File: src/rtl/pc_fetch_sequencer.sv
// pc_fetch_sequencer: fetches the instruction at curr_addr over a req/ack
// handshake, holds it for the control FSM until retirement, then issues a
// one-cycle pc_update carrying the sequential or redirected next PC.
// Optional feature macro: MISALIGN_TRAP_EN (misaligned-fetch trap to TRAP_VECTOR).
module pc_fetch_sequencer #(
  parameter int unsigned             BUS_WIDTH   = 32,
  parameter int unsigned             PC_STEP     = 4,
  parameter logic [BUS_WIDTH-1:0]    TRAP_VECTOR = 'h10
) (
  input  logic                 clk,
  input  logic                 rst,
  input  logic [BUS_WIDTH-1:0] curr_addr,
  output logic [BUS_WIDTH-1:0] next_addr,
  output logic                 pc_update,
  input  logic                 fetch_go,
  output logic                 imem_req,
  output logic [BUS_WIDTH-1:0] imem_addr,
  input  logic                 imem_ack,
  input  logic [BUS_WIDTH-1:0] imem_rdata,
  output logic [BUS_WIDTH-1:0] instr,
  output logic [BUS_WIDTH-1:0] instr_pc,
  output logic                 instr_valid,
  input  logic                 exec_done,
  input  logic                 redirect,
  input  logic [BUS_WIDTH-1:0] redirect_addr,
  output logic                 busy,
  output logic                 fetch_misalign
);

  // FAULT is only ever entered when MISALIGN_TRAP_EN is defined.
  typedef enum logic [2:0] {
    S_IDLE   = 3'd0,
    S_WAIT   = 3'd1,
    S_HOLD   = 3'd2,
    S_COMMIT = 3'd3,
    S_FAULT  = 3'd4
  } state_t;

  state_t               state_q, state_d;
  logic [BUS_WIDTH-1:0] next_addr_q, next_addr_d;
  logic                 pc_update_q, pc_update_d;
  logic                 imem_req_q, imem_req_d;
  logic [BUS_WIDTH-1:0] imem_addr_q, imem_addr_d;
  logic [BUS_WIDTH-1:0] instr_q, instr_d;
  logic [BUS_WIDTH-1:0] instr_pc_q, instr_pc_d;
  logic                 instr_valid_q, instr_valid_d;
  logic                 busy_q, busy_d;
  logic                 fetch_misalign_q, fetch_misalign_d;
  logic                 misaligned;

`ifdef MISALIGN_TRAP_EN
  assign misaligned = (curr_addr[1:0] != 2'b00);
`else
  assign misaligned = 1'b0;
`endif

  // Next-state and registered-output computation.
  always_comb begin
    state_d          = state_q;
    next_addr_d      = next_addr_q;
    pc_update_d      = 1'b0;
    imem_req_d       = imem_req_q;
    imem_addr_d      = imem_addr_q;
    instr_d          = instr_q;
    instr_pc_d       = instr_pc_q;
    instr_valid_d    = instr_valid_q;
    fetch_misalign_d = fetch_misalign_q;
    case (state_q)
      S_IDLE: begin
        if (fetch_go) begin
          instr_pc_d = curr_addr;
          if (misaligned) begin
            fetch_misalign_d = 1'b1;
            state_d          = S_FAULT;
          end else begin
            imem_addr_d = curr_addr;
            imem_req_d  = 1'b1;
            state_d     = S_WAIT;
          end
        end
      end
      S_WAIT: begin
        if (imem_ack) begin
          instr_d       = imem_rdata;
          imem_req_d    = 1'b0;
          instr_valid_d = 1'b1;
          state_d       = S_HOLD;
        end
      end
      S_HOLD: begin
        if (exec_done) begin
          next_addr_d   = redirect ? redirect_addr
                                   : instr_pc_q + BUS_WIDTH'(PC_STEP);
          instr_valid_d = 1'b0;
          pc_update_d   = 1'b1;
          state_d       = S_COMMIT;
        end
      end
      S_FAULT: begin
        if (exec_done) begin
          next_addr_d      = redirect ? redirect_addr : TRAP_VECTOR;
          fetch_misalign_d = 1'b0;
          pc_update_d      = 1'b1;
          state_d          = S_COMMIT;
        end
      end
      S_COMMIT: begin
        state_d = S_IDLE;
      end
      default: begin
        state_d = S_IDLE;
      end
    endcase
    busy_d = (state_d != S_IDLE);
  end

  // State and output registers with synchronous reset.
  always_ff @(posedge clk) begin
    if (rst) begin
      state_q          <= S_IDLE;
      next_addr_q      <= '0;
      pc_update_q      <= 1'b0;
      imem_req_q       <= 1'b0;
      imem_addr_q      <= '0;
      instr_q          <= '0;
      instr_pc_q       <= '0;
      instr_valid_q    <= 1'b0;
      busy_q           <= 1'b0;
      fetch_misalign_q <= 1'b0;
    end else begin
      state_q          <= state_d;
      next_addr_q      <= next_addr_d;
      pc_update_q      <= pc_update_d;
      imem_req_q       <= imem_req_d;
      imem_addr_q      <= imem_addr_d;
      instr_q          <= instr_d;
      instr_pc_q       <= instr_pc_d;
      instr_valid_q    <= instr_valid_d;
      busy_q           <= busy_d;
      fetch_misalign_q <= fetch_misalign_d;
    end
  end

  assign next_addr      = next_addr_q;
  assign pc_update      = pc_update_q;
  assign imem_req       = imem_req_q;
  assign imem_addr      = imem_addr_q;
  assign instr          = instr_q;
  assign instr_pc       = instr_pc_q;
  assign instr_valid    = instr_valid_q;
  assign busy           = busy_q;
  assign fetch_misalign = fetch_misalign_q;

endmodule

File: config.mk
export PLATFORM = sky130hd
export DESIGN_NAME = pc_fetch_sequencer
export DESIGN_NICKNAME = d
export VERILOG_FILES = /design/src/rtl/pc_fetch_sequencer.sv
export SDC_FILE = /design/constraint.sdc
export NUM_CORES = 1
export LEC_CHECK = 0
export ABC_AREA = 1
export ABC_CLOCK_PERIOD_IN_PS = 4200
export BUFFER_PORTS_ARGS = -buffer_cell sky130_fd_sc_hd__buf_2
export CELL_PAD_IN_SITES_DETAIL_PLACEMENT = 0
export CELL_PAD_IN_SITES_GLOBAL_PLACEMENT = 1
export CORE_MARGIN = 2
export CORE_UTILIZATION = 34
export CTS_CLUSTER_DIAMETER = 100
export DETAILED_ROUTE_END_ITERATION = 8
export PLACE_DENSITY = 0.95
export SLEW_MARGIN = 20
export SYNTH_ARGS = -nofsm -noshare
export SYNTH_HDL_FRONTEND = slang
export SYNTH_SLANG_ARGS = --single-unit
File: constraint.sdc
create_clock -name clk -period 4.2 [get_ports clk]
set_input_delay 0.63 -clock clk [delete_from_list [all_inputs] [get_ports clk]]
set_output_delay 0.63 -clock clk [all_outputs]
set_load 0.05 [all_outputs]
==> impl_table.tex <==
\begin{tabular}{lr}
\hline
Metric & Value \\
\hline
\multicolumn{2}{l}{\textbf{Run status}} \\
Run status & completed \\
\multicolumn{2}{l}{\textbf{Die}} \\
I/O pin total & approximately 240 \\
Row Count & 43 \\
Standard cell core area & 13880 um2 \\
Overall die width & 123.1 um \\
Height of the chip & 123.1 um \\
Initial Utilization & 34.73\% \\
Floorplan die area & 15150 um2 \\
\multicolumn{2}{l}{\textbf{STA}} \\
Slew Limit Headroom & between 30 and 40\% \\
Setup repair after global routing missed its margin & false \\
Final period utilization & a little under half \\
Worst clock skew & roughly 0.010 ns \\
Min Tclk post-route & 2.007 ns \\
Maximum frequency from static timing analysis & 498.2 MHz \\
Sum Neg Setup Slack & 0 ns \\
Number of slew-limit violations in the final report & 0 \\
Worst slack on hold paths & about 0.46 ns \\
Transition at the pin with the smallest max-transition slack & 0.9381 ns \\
Worst Slack Setup Final & 2.193 ns \\
\# setup viols final & 0 \\
Final hold vios & 0 \\
\multicolumn{2}{l}{\textbf{Placed design}} \\
Placed Cells incl. Taps & 1023 \\
Post-place setup slack & 1.874 ns \\
Port Buffer Count & 233 \\
Area after DPL & a little under 6000 um2 \\
Final weighted congestion of routability-driven global placement & 0.8250 \\
Placed wire-length estimate after detailed placement & 10730 um \\
\multicolumn{2}{l}{\textbf{Clocking}} \\
Hold buffer count at CTS & 0 \\
Clock sinks & approximately 100 \\
Post-CTS setup buffer count & 0 \\
Clock edge transition at the registers on the reported setup and hold paths & 0.07 ns \\
\# H-tree levels & 3 \\
Resize count post-CTS & 0 \\
Clock latency at the later pin of the worst-skew pair & 0.35 ns \\
Inserted Clock Buffers & 9 \\
Root Buffer Master & clkbuf\_16 \\
Clock tree from TritonCTS & built \\
CTS Buffer Depth & 2 \\
\multicolumn{2}{l}{\textbf{Finish}} \\
Ant diodes & 0 \\
Post-layout utilization of the core & between 40\% and 50\% \\
Number of filler instances in the final layout & 1486 \\
Share of cells above drive strength 1 & around 32\% \\
Layout area overhead & 27.74\% \\
Count of nets after finishing & 957 \\
Post-Layout Inst Area & 6158 um2 \\
Non-Filler Instances & between 1000 and 1500 \\
\multicolumn{2}{l}{\textbf{Min path}} \\
Classification of the worst-slack hold path & flip-flop to flip-flop \\
Hold Crit Depth & 2 \\
Worst Hold Launch & instr[21]\$\_SDFFE\_PP0P\_ \\
Hold worst-path end & instr[21]\$\_SDFFE\_PP0P\_ \\
\multicolumn{2}{l}{\textbf{Yosys}} \\
Biggest area contributors in the synthesized netlist & dfxtp\_1, nand2\_1, a21oi\_1 \\
Yosys top cell area share & 42.77\% \\
Most used flip-flop cell after synthesis & dfxtp\_1 \\
Number of enable flip-flop cells after synthesis & 0 \\
Cell with the most instances after synthesis & nand2\_1 \\
Fraction of registers with async set or reset after synthesis & 0\% \\
Netlist area before placement & 4821 um2 \\
Sequential-to-total area share from yosys stat & 42.77\% \\
Number of different library cells in the post-synthesis netlist & 27 \\
Post-synthesis cell count & $\sim$680 \\
Synthesis-stage register bit count & 103 \\
Synthesized area per cell & 7.121 um2 \\
Ys Warns & 0 \\
Biggest area consumer among synthesized cells & dfxtp\_1 \\
Syn nets & 780 \\
List of most frequent post-synthesis cells & nand2\_1, a21oi\_1, dfxtp\_1 \\
\multicolumn{2}{l}{\textbf{GRT}} \\
Initial antenna violation count & 0 \\
GRT overflow & 0 \\
Wire length of the first global-routing pass & 22490 um \\
Maximum number of pins on one net before global-route repair & 67 \\
Global-route total usage across every layer & 19.27\% \\
Number of global-route vias before repair & between 4000 and 5000 \\
\multicolumn{2}{l}{\textbf{Worst setup path}} \\
WP data required & 4.48 ns \\
Setup slack of the worst register-to-register path & 2.19 ns \\
Crit path launch type & flip-flop \\
Launch point of the worst reg-to-reg path & state\_q[0]\$\_SDFF\_PP0\_ \\
Element type at the critical path end & flip-flop \\
Crit Reg-Reg Endpoint & next\_addr[1]\$\_SDFFE\_PP0P\_ \\
Startpoint of the worst setup timing path & state\_q[0]\$\_SDFF\_PP0\_ \\
Slowest stage cell, crit path & inv\_2 \\
Data arrival time of the critical path & 2.29 ns \\
Ordered list of cells on the worst path & nor2\_1 > nand2\_1 > nand2\_1 > nand2\_1 > buf\_4 > inv\_2 > o21ai\_0 > a21oi\_1 \\
Class of the most critical setup path & flip-flop to flip-flop \\
Top cell by count, worst path & nand2\_1 \\
Critical path fanouts, max & 38 \\
Number of buffer and inverter stages on the critical path & 2 \\
Delay of the slowest cell on the worst path & 0.54 ns \\
Cell type group with the largest total delay on the critical path & buffers and inverters \\
Number of cells on the worst reg-to-reg path & 8 \\
\multicolumn{2}{l}{\textbf{Detailed routing}} \\
Number of optimization iterations in the first detailed-route pass & 5 \\
Antenna Violating Nets Remaining & 0 \\
Starting DRT DRC Count & 322 \\
Final routed DRC violation total & 0 \\
Total number of vias & between 4000 and 5000 \\
Sum of routed wire length over all layers & 14930 um \\
Vias per std cell & 4.748 \\
Average routed wire per standard cell & 14.36 um \\
\multicolumn{2}{l}{\textbf{Power}} \\
Worst IR drop on VDD & 193.0 uV \\
Power density over the cells & between 400 and 500 nW/um2 \\
Leak & 2.956 nW \\
Overall power & 2.637 mW \\
\multicolumn{2}{l}{\textbf{Run}} \\
Max-cap violation count & 0 \\
\hline
\end{tabular}
[cells in the final DEF (no fill, tap or decap), drive strengths merged, types with 2 or more instances in the layout]
cell type / synthesis / final
xor2: 10 / 10
o21ai: 71 / 71
clkbuf: 21 / 10
a22oi: 4 / 4
and2: 2 / 2
nor2: 74 / 74
nand2: 166 / 166
inv: 34 / 35
xnor2: 2 / 2
buf: 49 / 236
dfxtp: 103 / 103
a21oi: 111 / 111
nand3: 25 / 25
bufinv: 0 / 2
clkinvlp: 0 / 2
[power by group]
part,internal (mW),total (mW),switching [mW]
clock,0.542,0.936,0.394
combinational,0.145,0.609,0.464
sequential,1.03,1.09,0.0598
[layer usage]
metal	wire length [um]	GRT usage, %	vias to the layer above
li1	-	-	2539
met1	6819	26.38	2220
met2	7030	30.52	161
met3	858	3.090	13
met4	216	7.244	0
met5	0	0	-
[sequential cells by signal, summed over array words and instances, names as in the netlist]
signal and cells:
pc_update 1, busy 1, imem_req 1, state_q 3
instr_pc 32, instr 32, next_addr 32, instr_valid 1
[layout make-up]
class,count,area (um2),area share (%)
flip-flops and latches,103,2062,33.48
well taps,180,225.2,3.657
clock buffers,10,239.0,3.881
clock inverters,6,92.59,1.503
multi-input cells,470,2223,36.10
inverters,34,127.6,2.072
repair buffers,236,1189,19.30
[tightest hold or removal path, stage by stage, from the launching register on]
cell	delay, ns
dfxtp_1	0.31
nand2_1	0.05
a21oi_1	0.05
[worst max-delay path by stage]
stage                     depth (start not counted)  slack (ns)                         end
after floorplan                                   8        2.38  next_addr[18]$_SDFFE_PP0P_
after global placement                            5        1.88   next_addr[4]$_SDFFE_PP0P_
after detailed placement                          5        1.87   next_addr[4]$_SDFFE_PP0P_
after CTS                                         8        2.18   next_addr[5]$_SDFFE_PP0P_
after global routing                              8        1.93   next_addr[0]$_SDFFE_PP0P_
final                                             8        2.19   next_addr[1]$_SDFFE_PP0P_
[kinds of logic (layout without fill, tap and decap cells)]
kind of cell             count (synthesis)  in the layout  synth area share [%]
AO/OA/AOI/OAI                          187            187                 19.65
buffers and inverters                  104            286                 11.45
flip-flops                             103            103                 42.77
XOR/XNOR                                12             12                 2.180
AND/OR/NAND/NOR                        269            269                 23.62
other                                    1              1               0.07779
adder cells (fa/ha/maj)                  1              1                0.2595
Power figures use the tool's default switching activity.
